[config.mk]
export PLATFORM = sky130hd
export DESIGN_NAME = regfile_write_arbiter
export DESIGN_NICKNAME = d
export VERILOG_FILES = /design/src/rtl/regfile_pkg.sv /design/src/rtl/rr_arbiter2.sv /design/src/rtl/regfile_write_arbiter.sv
export SDC_FILE = /design/constraint.sdc
export NUM_CORES = 1
export LEC_CHECK = 0
export CAP_MARGIN = 40
export CORE_AREA = 2 2 145 147
export CTS_CLUSTER_DIAMETER = 80
export DETAILED_ROUTE_END_ITERATION = 12
export DIE_AREA = 0 0 147 149
export PLACE_DENSITY = 0.65
export SETUP_SLACK_MARGIN = 0.02
export SYNTH_ARGS = -nofsm -noshare
export SYNTH_HDL_FRONTEND = slang
export SYNTH_SLANG_ARGS = --single-unit
[constraint.sdc]
create_clock -name clk_i -period 1.8 [get_ports clk_i]
set_input_delay 0.18 -clock clk_i [delete_from_list [all_inputs] [get_ports clk_i]]
set_output_delay 0.18 -clock clk_i [all_outputs]
set_load 0.01 [all_outputs]
[src/rtl/regfile_pkg.sv]
// Shared constants and types for the register-file write arbiter.
package regfile_pkg;

  localparam int unsigned DEF_DATA_W = 64;
  localparam int unsigned DEF_ADDR_W = 5;

  // Architectural zero register; writes to it are swallowed.
  localparam int unsigned ZERO_REG = 0;

  typedef enum logic {
    REQ_A = 1'b0,
    REQ_B = 1'b1
  } req_e;

endpackage

[src/rtl/rr_arbiter2.sv]
// Two-way round-robin arbiter with a registered last-winner pointer.
module rr_arbiter2
  import regfile_pkg::*;
(
  input  logic       clk_i,
  input  logic       rst_ni,
  input  logic [1:0] req_i,
  input  logic       advance_i,
  output logic [1:0] gnt_o
);

  req_e last_q, last_d;

  // Lone requester wins; on a tie the one that did not win last time wins.
  always_comb begin
    gnt_o[0] = req_i[0] && (!req_i[1] || (last_q == REQ_B));
    gnt_o[1] = req_i[1] && (!req_i[0] || (last_q == REQ_A));
  end

  // Pointer moves only when a grant is actually taken.
  always_comb begin
    last_d = last_q;
    if (advance_i) begin
      last_d = gnt_o[1] ? REQ_B : REQ_A;
    end
  end

  // Reset to B so A wins the first tie.
  always_ff @(posedge clk_i or negedge rst_ni) begin
    if (!rst_ni) begin
      last_q <= REQ_B;
    end else begin
      last_q <= last_d;
    end
  end

endmodule

[src/rtl/regfile_write_arbiter.sv]
// Shares the register-file write port between the ALU (A) and load unit (B).
module regfile_write_arbiter
  import regfile_pkg::*;
#(
  parameter int unsigned DATA_W = DEF_DATA_W,
  parameter int unsigned ADDR_W = DEF_ADDR_W,
  parameter int unsigned CNT_W  = 16
) (
  input  logic              clk_i,
  input  logic              rst_ni,
  input  logic              flush_i,
  input  logic              a_valid_i,
  input  logic [ADDR_W-1:0] a_rd_i,
  input  logic [DATA_W-1:0] a_data_i,
  output logic              a_ready_o,
  input  logic              b_valid_i,
  input  logic [ADDR_W-1:0] b_rd_i,
  input  logic [DATA_W-1:0] b_data_i,
  output logic              b_ready_o,
  output logic              reg_write_o,
  output logic [ADDR_W-1:0] rd_o,
  output logic [DATA_W-1:0] writedata_o,
  input  logic [ADDR_W-1:0] rs1_i,
  input  logic [ADDR_W-1:0] rs2_i,
  output logic              byp1_hit_o,
  output logic              byp2_hit_o,
  output logic [DATA_W-1:0] byp1_data_o,
  output logic [DATA_W-1:0] byp2_data_o,
  output logic [CNT_W-1:0]  conflict_cnt_o
);

  localparam logic [ADDR_W-1:0] ZeroAddr = ADDR_W'(ZERO_REG);

  logic [1:0]        req;
  logic [1:0]        gnt;
  logic              reg_write_q, reg_write_d;
  logic [ADDR_W-1:0] rd_q, rd_d;
  logic [DATA_W-1:0] writedata_q, writedata_d;
  logic [CNT_W-1:0]  conflict_cnt_q, conflict_cnt_d;

  // Requests are masked during flush and while reset is held so no ready leaks out.
  always_comb begin
    req = {b_valid_i, a_valid_i} & {2{!flush_i && rst_ni}};
  end

  rr_arbiter2 u_arb (
    .clk_i     (clk_i),
    .rst_ni    (rst_ni),
    .req_i     (req),
    .advance_i (|gnt),
    .gnt_o     (gnt)
  );

  assign a_ready_o = gnt[0];
  assign b_ready_o = gnt[1];

  // Next commit: the accepted write, with x0 writes collapsed to an all-zero bubble.
  always_comb begin
    reg_write_d = 1'b0;
    rd_d        = '0;
    writedata_d = '0;
    if (gnt[0] && (a_rd_i != ZeroAddr)) begin
      reg_write_d = 1'b1;
      rd_d        = a_rd_i;
      writedata_d = a_data_i;
    end else if (gnt[1] && (b_rd_i != ZeroAddr)) begin
      reg_write_d = 1'b1;
      rd_d        = b_rd_i;
      writedata_d = b_data_i;
    end
  end

  // Saturating contention counter; counts raw valids, flush included.
  always_comb begin
    conflict_cnt_d = conflict_cnt_q;
    if (a_valid_i && b_valid_i && (conflict_cnt_q != {CNT_W{1'b1}})) begin
      conflict_cnt_d = conflict_cnt_q + CNT_W'(1);
    end
  end

  // Commit register and counter state.
  always_ff @(posedge clk_i or negedge rst_ni) begin
    if (!rst_ni) begin
      reg_write_q    <= 1'b0;
      rd_q           <= '0;
      writedata_q    <= '0;
      conflict_cnt_q <= '0;
    end else begin
      reg_write_q    <= reg_write_d;
      rd_q           <= rd_d;
      writedata_q    <= writedata_d;
      conflict_cnt_q <= conflict_cnt_d;
    end
  end

  assign reg_write_o    = reg_write_q;
  assign rd_o           = rd_q;
  assign writedata_o    = writedata_q;
  assign conflict_cnt_o = conflict_cnt_q;

  // Bypass the in-flight commit to both read ports.
  always_comb begin
    byp1_hit_o  = reg_write_q && (rs1_i == rd_q) && (rd_q != ZeroAddr);
    byp2_hit_o  = reg_write_q && (rs2_i == rd_q) && (rd_q != ZeroAddr);
    byp1_data_o = byp1_hit_o ? writedata_q : '0;
    byp2_data_o = byp2_hit_o ? writedata_q : '0;
  end

endmodule

-- After elaboration in Yosys (flattened, before gate mapping)
Index checks and enable logic that the tools add are counted.
- $add $sub $neg: 1
- equality and inequality tests: 3
- mux-type cells: 9
- bitwise gates (word level): 2
- reductions and logical operators: 20
- operators by type and width (operator ; number):
    $mux W64 ; 4
    $add A16 B1 Y16 const B ; 1
    $ne A16 B16 Y1 const B ; 1
    $reduce_bool A5 Y1 ; 3
    $logic_and A1 B1 Y1 ; 11
    $eq A5 B5 Y1 ; 2
    $mux W5 ; 2
    $logic_not A1 Y1 ; 3
    $mux W1 ; 3
    $and A2 B2 Y2 ; 1
    $logic_or A1 B1 Y1 ; 2
    $reduce_or A2 Y1 ; 1
    $not A1 Y1 ; 1
- register bits after elaboration: 87
- input port bits: 153
- output and inout bits: 218
- word-level logic and storage cells: 40

-- Logic depth before layout (Yosys ltp)
- word-level depth: 9
- mapped depth: 7
- depth with buffers taken out: 5

-- Cells and area by module
A second synthesis with hierarchy kept.
- cells, all modules: 406
- area total of the unflattened synthesis: 4357.9 µm²
- modules (own cells, without submodules) (module ; instances ; cells an instance ; area an instance (µm²) ; sequential area each (µm²)):
    regfile_write_arbiter ; 1 ; 401 ; 4294.1 ; 2152.1
    rr_arbiter2 ; 1 ; 5 ; 63.8 ; 26.3

-- Least setup slack after synthesis
No wires, ideal clock.
- path kind: register to output
- start point: register rd_q[1], in the netlist rd_o[1]
- end point: output port byp1_data_o[10]
- data arrival time: 1.620 ns
- required time: 1.620 ns
- path slack: 0.000 ns
- stages on the path, launching flop included: 7
- path buffers: 2
- cells stage by stage: dfrtp_1 -> or4_1 -> o21ai_1 -> nor4_1 -> buf_6 -> buf_6 -> and2_1
- longest elaborated chain between the ends: 4
- elaborated cells between the ends (all ways): 5
- those cells by class: eq/ne: 1; mux: 1; reduce/logical: 3
- ends and longest elaborated chain (element ; line ; source):
    from (decl) ; regfile_write_arbiter.sv:37 ; logic [ADDR_W-1:0] rd_q, rd_d;
    from (signal assigned) ; regfile_write_arbiter.sv:90 ; rd_q <= rd_d;
    $eq A5 B5 Y1 ; regfile_write_arbiter.sv:103 ; byp1_hit_o = reg_write_q && (rs1_i == rd_q) && (rd_q != ZeroAddr);
    $logic_and A1 B1 Y1 ; regfile_write_arbiter.sv:103 ;
    $logic_and A1 B1 Y1 (*) ; regfile_write_arbiter.sv:103 ;
    $mux W64 (*) ; regfile_write_arbiter.sv:105 ; byp1_data_o = byp1_hit_o ? writedata_q : '0;
    to (decl) ; regfile_write_arbiter.sv:27 ; output logic [DATA_W-1:0] byp1_data_o,
Every way passes the cells marked *; elsewhere a longest branch is shown, timed or not.

-- Worst setup path after layout
- start point: register rd_q[1], in the netlist rd_o[1]
- end point: output port byp2_data_o[33]
- longest elaborated chain between the ends: 4
- elaborated cells between the ends (all ways): 5
- those cells by class: eq/ne: 1; mux: 1; reduce/logical: 3
- ends and longest elaborated chain (element ; line ; source):
    $eq A5 B5 Y1 ; regfile_write_arbiter.sv:104 ; byp2_hit_o = reg_write_q && (rs2_i == rd_q) && (rd_q != ZeroAddr);
    $logic_and A1 B1 Y1 ; regfile_write_arbiter.sv:104 ;
    $logic_and A1 B1 Y1 (*) ; regfile_write_arbiter.sv:104 ;
    $mux W64 (*) ; regfile_write_arbiter.sv:106 ; byp2_data_o = byp2_hit_o ? writedata_q : '0;
    to (decl) ; regfile_write_arbiter.sv:28 ; output logic [DATA_W-1:0] byp2_data_o,
Marks and branches as above.

==> flow_metrics.tcl <==
set metrics [dict create \
    hp-class "in2reg" \
    path_buf_inv 6 \
    failed_checks "setup timing" \
    routedWlPerCell_um 18.4 \
    grt_pass1_wl_um 26500 \
    area_growth_pct 107 \
    reg2reg_depth 4 \
    clock_sinks 87 \
    nets 968 \
    yosysWarnings 0 \
    synth_compound_area_frac 0.147 \
    dieArea_sq_mm 0.0219 \
    ys_ff_latch 87 \
    rsz0062_at_grt "true" \
    num_io_pins 371 \
    crit_type "reg2out" \
    layout-drive-gt1-share 0.260 \
    drcViolationCount 0 \
    wl_um 20100 \
    synthDistinctLibCells 35 \
    required_ns 1.62 \
    cellLeakagePower_uw 0.00482 \
    clk_pin_slew_ns 0.07 \
    yosys-top-cells-area "dfrtp_1 48%, and2_1 18%, a22o_1 14%, buf_6 4.3%, xnor2_1 2.4%" \
    fin_skew_ns 0.00907 \
    synth_area_leader_cell "dfrtp_1" \
    fp-row-count 53 \
    drv_slew 0 \
    cts.htree.levels 3 \
    gp_congestion 0.868 \
    design_area_sq_mm 0.00921 \
    stdcell_count 1094 \
    placedCellCount 1054 \
    port_buffers 370 \
    dr_total_vias 4690 \
    cpLargestDelayFamily "buffers and inverters" \
    core-area_sq_mm 0.0206 \
    arrival_ns 2.42 \
    syn_inst 404 \
    synth_area_sq_mm 0.00444 \
    grt-ovfl-total 0 \
    vias_per_cell 4.29 \
    hold_viol 0 \
    cts_tree "yes" \
    fin_crit_ns 2.60 \
    synth.area.mux_share 0.00507 \
    crit_end "byp2_data_o[33]" \
    worst_path_most_repeated_cell "buf_4" \
    setup_slack_ns -0.805 \
    synth_nets 558 \
    synth_edf_count 0 \
    cts_root_buf "clkbuf_16" \
    antenna_found_initial 0 \
    ant_nets 0 \
    ir_drop_mv 0.490 \
    crit_slowest_cell "or4_4" \
    synth_xor_area_frac 0.0414 \
    synth_most_common_cell "and2_1" \
    synth_top_family_by_area "simple AND/OR/NAND/NOR gates" \
    yosysSeqAreaShare 0.491 \
    whs_path_depth 2 \
    run_status "finished with violations" \
    tightest_slew_ns 0.610 \
    startpoint "rd_o[1]$_DFF_PN0_" \
    final_util 0.448 \
    path_cells "or4_4, o21ai_4, buf_4, nor4_2, buf_6, buf_4, buf_6, buf_4, and2_1, clkbuf_2" \
    r2r_end "conflict_cnt_o[3]$_DFFE_PN0P_" \
    cp.depth 10 \
    cpPeakStageDelay_ns 0.55 \
    fp.dieH_um 149 \
    worst_setup_path_end_kind "output port" \
    finalCritPeriodShare 1.45 \
    crit_path_start_kind "flop" \
    track_usage 0.158 \
    syn_area_per_cell_sq_um 11.0 \
    ys_top_cells_by_count "128 x and2_1, 86 x dfrtp_1, 69 x a22o_1" \
    power.total_uw 5570 \
    p_per_area_mw_per_mm2 605 \
    nFillCells 1953 \
    fmax_mhz 384 \
    pre_cts_ws_ns -0.678 \
    worstSkewPairLatency_ns 0.34 \
    die_w_um 147 \
    final-setup-viol-count 130 \
    post_dp_cell_area_sq_mm 0.00859 \
    grt_start_max_net_pins 66 \
    first_global_vias 4451 \
    synthAdderAreaFrac 0.00282 \
    slew_headroom 0.594 \
    async_flop_share 1.00 \
    place_hpwl_um 14100 \
    crit_fanout 9 \
    cts_buffer_depth 2 \
    rrSetupSlack_ns 0.15 \
    r2r-start "conflict_cnt_o[14]$_DFFE_PN0P_" \
    cap_violations 0 \
    floorplan.initialDensity 0.216 \
    cts_made_buffers 9 \
    drt_first_pass_iters 4 \
    diodes 0 \
    synthSimpleGateAreaFrac 0.252 \
    drtIter0Drc 225 \
    synth_top_area_share 0.485 \
    synth_ff_type "dfrtp_1" \
]
[stage by stage]
step | hold WS (ns) | TNS (ns)
3_3_place_gp | 0.342 | -92.43
5_1_grt | 0.424 | -91.63
6_report | 0.432 | -78.85
4_1_cts | 0.411 | -103.46
2_1_floorplan | -0.116 | 0
3_5_place_dp | 0.342 | -93.26
[power by group]
part / internal, uW / total [uW] / switching (uW)
clock network: 1230 / 2040 / 815
registers: 2110 / 2270 / 159
logic: 782 / 1260 / 476
total: 4120 / 5570 / 1450
[cell families (layout without fill, tap and decap cells)]
| kind of cell | count (synthesis) | count (layout) |
|---|---|---|
| AO/OA/AOI/OAI | 77 | 77 |
| XOR/XNOR | 21 | 21 |
| adder cells (fa/ha/maj) | 1 | 1 |
| buffers and inverters | 34 | 449 |
| flip-flops | 87 | 87 |
| multiplexers | 2 | 2 |
| AND/OR/NAND/NOR | 182 | 182 |
[sequential cells by signal, summed over array words and instances, names as in the netlist]
register and flops:
conflict_cnt_o 16, rd_o 5, reg_write_o 1, u_arb.last_q 1
writedata_o 64
[how the worst min path moves through the flow]
stage	from	end	slack [ns]
global placement	rst_ni	conflict_cnt_o[0]$_DFFE_PN0P_	0.34
global route	a_data_i[60]	writedata_o[60]$_DFF_PN0_	0.42
CTS	a_data_i[35]	writedata_o[35]$_DFF_PN0_	0.41
finish	a_data_i[35]	writedata_o[35]$_DFF_PN0_	0.43
floorplan	rst_ni	conflict_cnt_o[0]$_DFFE_PN0P_	-0.12
detailed placement	rst_ni	conflict_cnt_o[0]$_DFFE_PN0P_	0.34
[worst register-to-register path, stage by stage (launching register included)]
cell and delay, ns:
dfrtp_1 0.40, nand4_1 0.25, or4_4 0.63, and4_1 0.22, nor2_1 0.09
[timing repair]
item	CTS	global route
gates resized for setup	85	336
hold endpoints to repair	43	0
cloned	0	9
setup endpoints to repair	132	132
pin swaps	0	4
buffers inserted	0	14
hold buffers	1	0
[per-layer routing]
metal	up-vias	part of all wire	global-route usage
met3	20	0.066	0.0349
li1	2228	-	-
met2	192	0.51	0.285
met1	2250	0.41	0.189
met5	-	0	0
met4	0	0.015	0.0471
[cells in the final DEF, fill, tap and decap left out, types with 3 or more instances in the layout]
cell             instances
a21oi_1                  3
a22o_1                  69
and2_1                  99
and2_4                  29
buf_12                  10
buf_2                   32
buf_4                   34
buf_6                   36
clkbuf_16               15
clkbuf_2                32
clkdlybuf4s50_1        237
dfrtp_1                 86
dlymetal6s2s_1          38
inv_1                    3
nand2_1                  9
nand3_1                  6
nand4_1                  9
nor2_1                   7
nor3_1                   3
xnor2_1                 11
xor2_1                   9
[area by class of cell]
type	count	area, sq um	share of cell area
Tap cell	275	344	0.0374
Sequential cell	87	2180	0.237
Timing Repair Buffer	430	4240	0.460
Clock buffer	10	229	0.0249
Clock inverter	6	92.6	0.0101
Inverter	3	11.3	0.00122
Multi-Input combinational cell	283	2120	0.230
(Power assumes the default switching activity.)
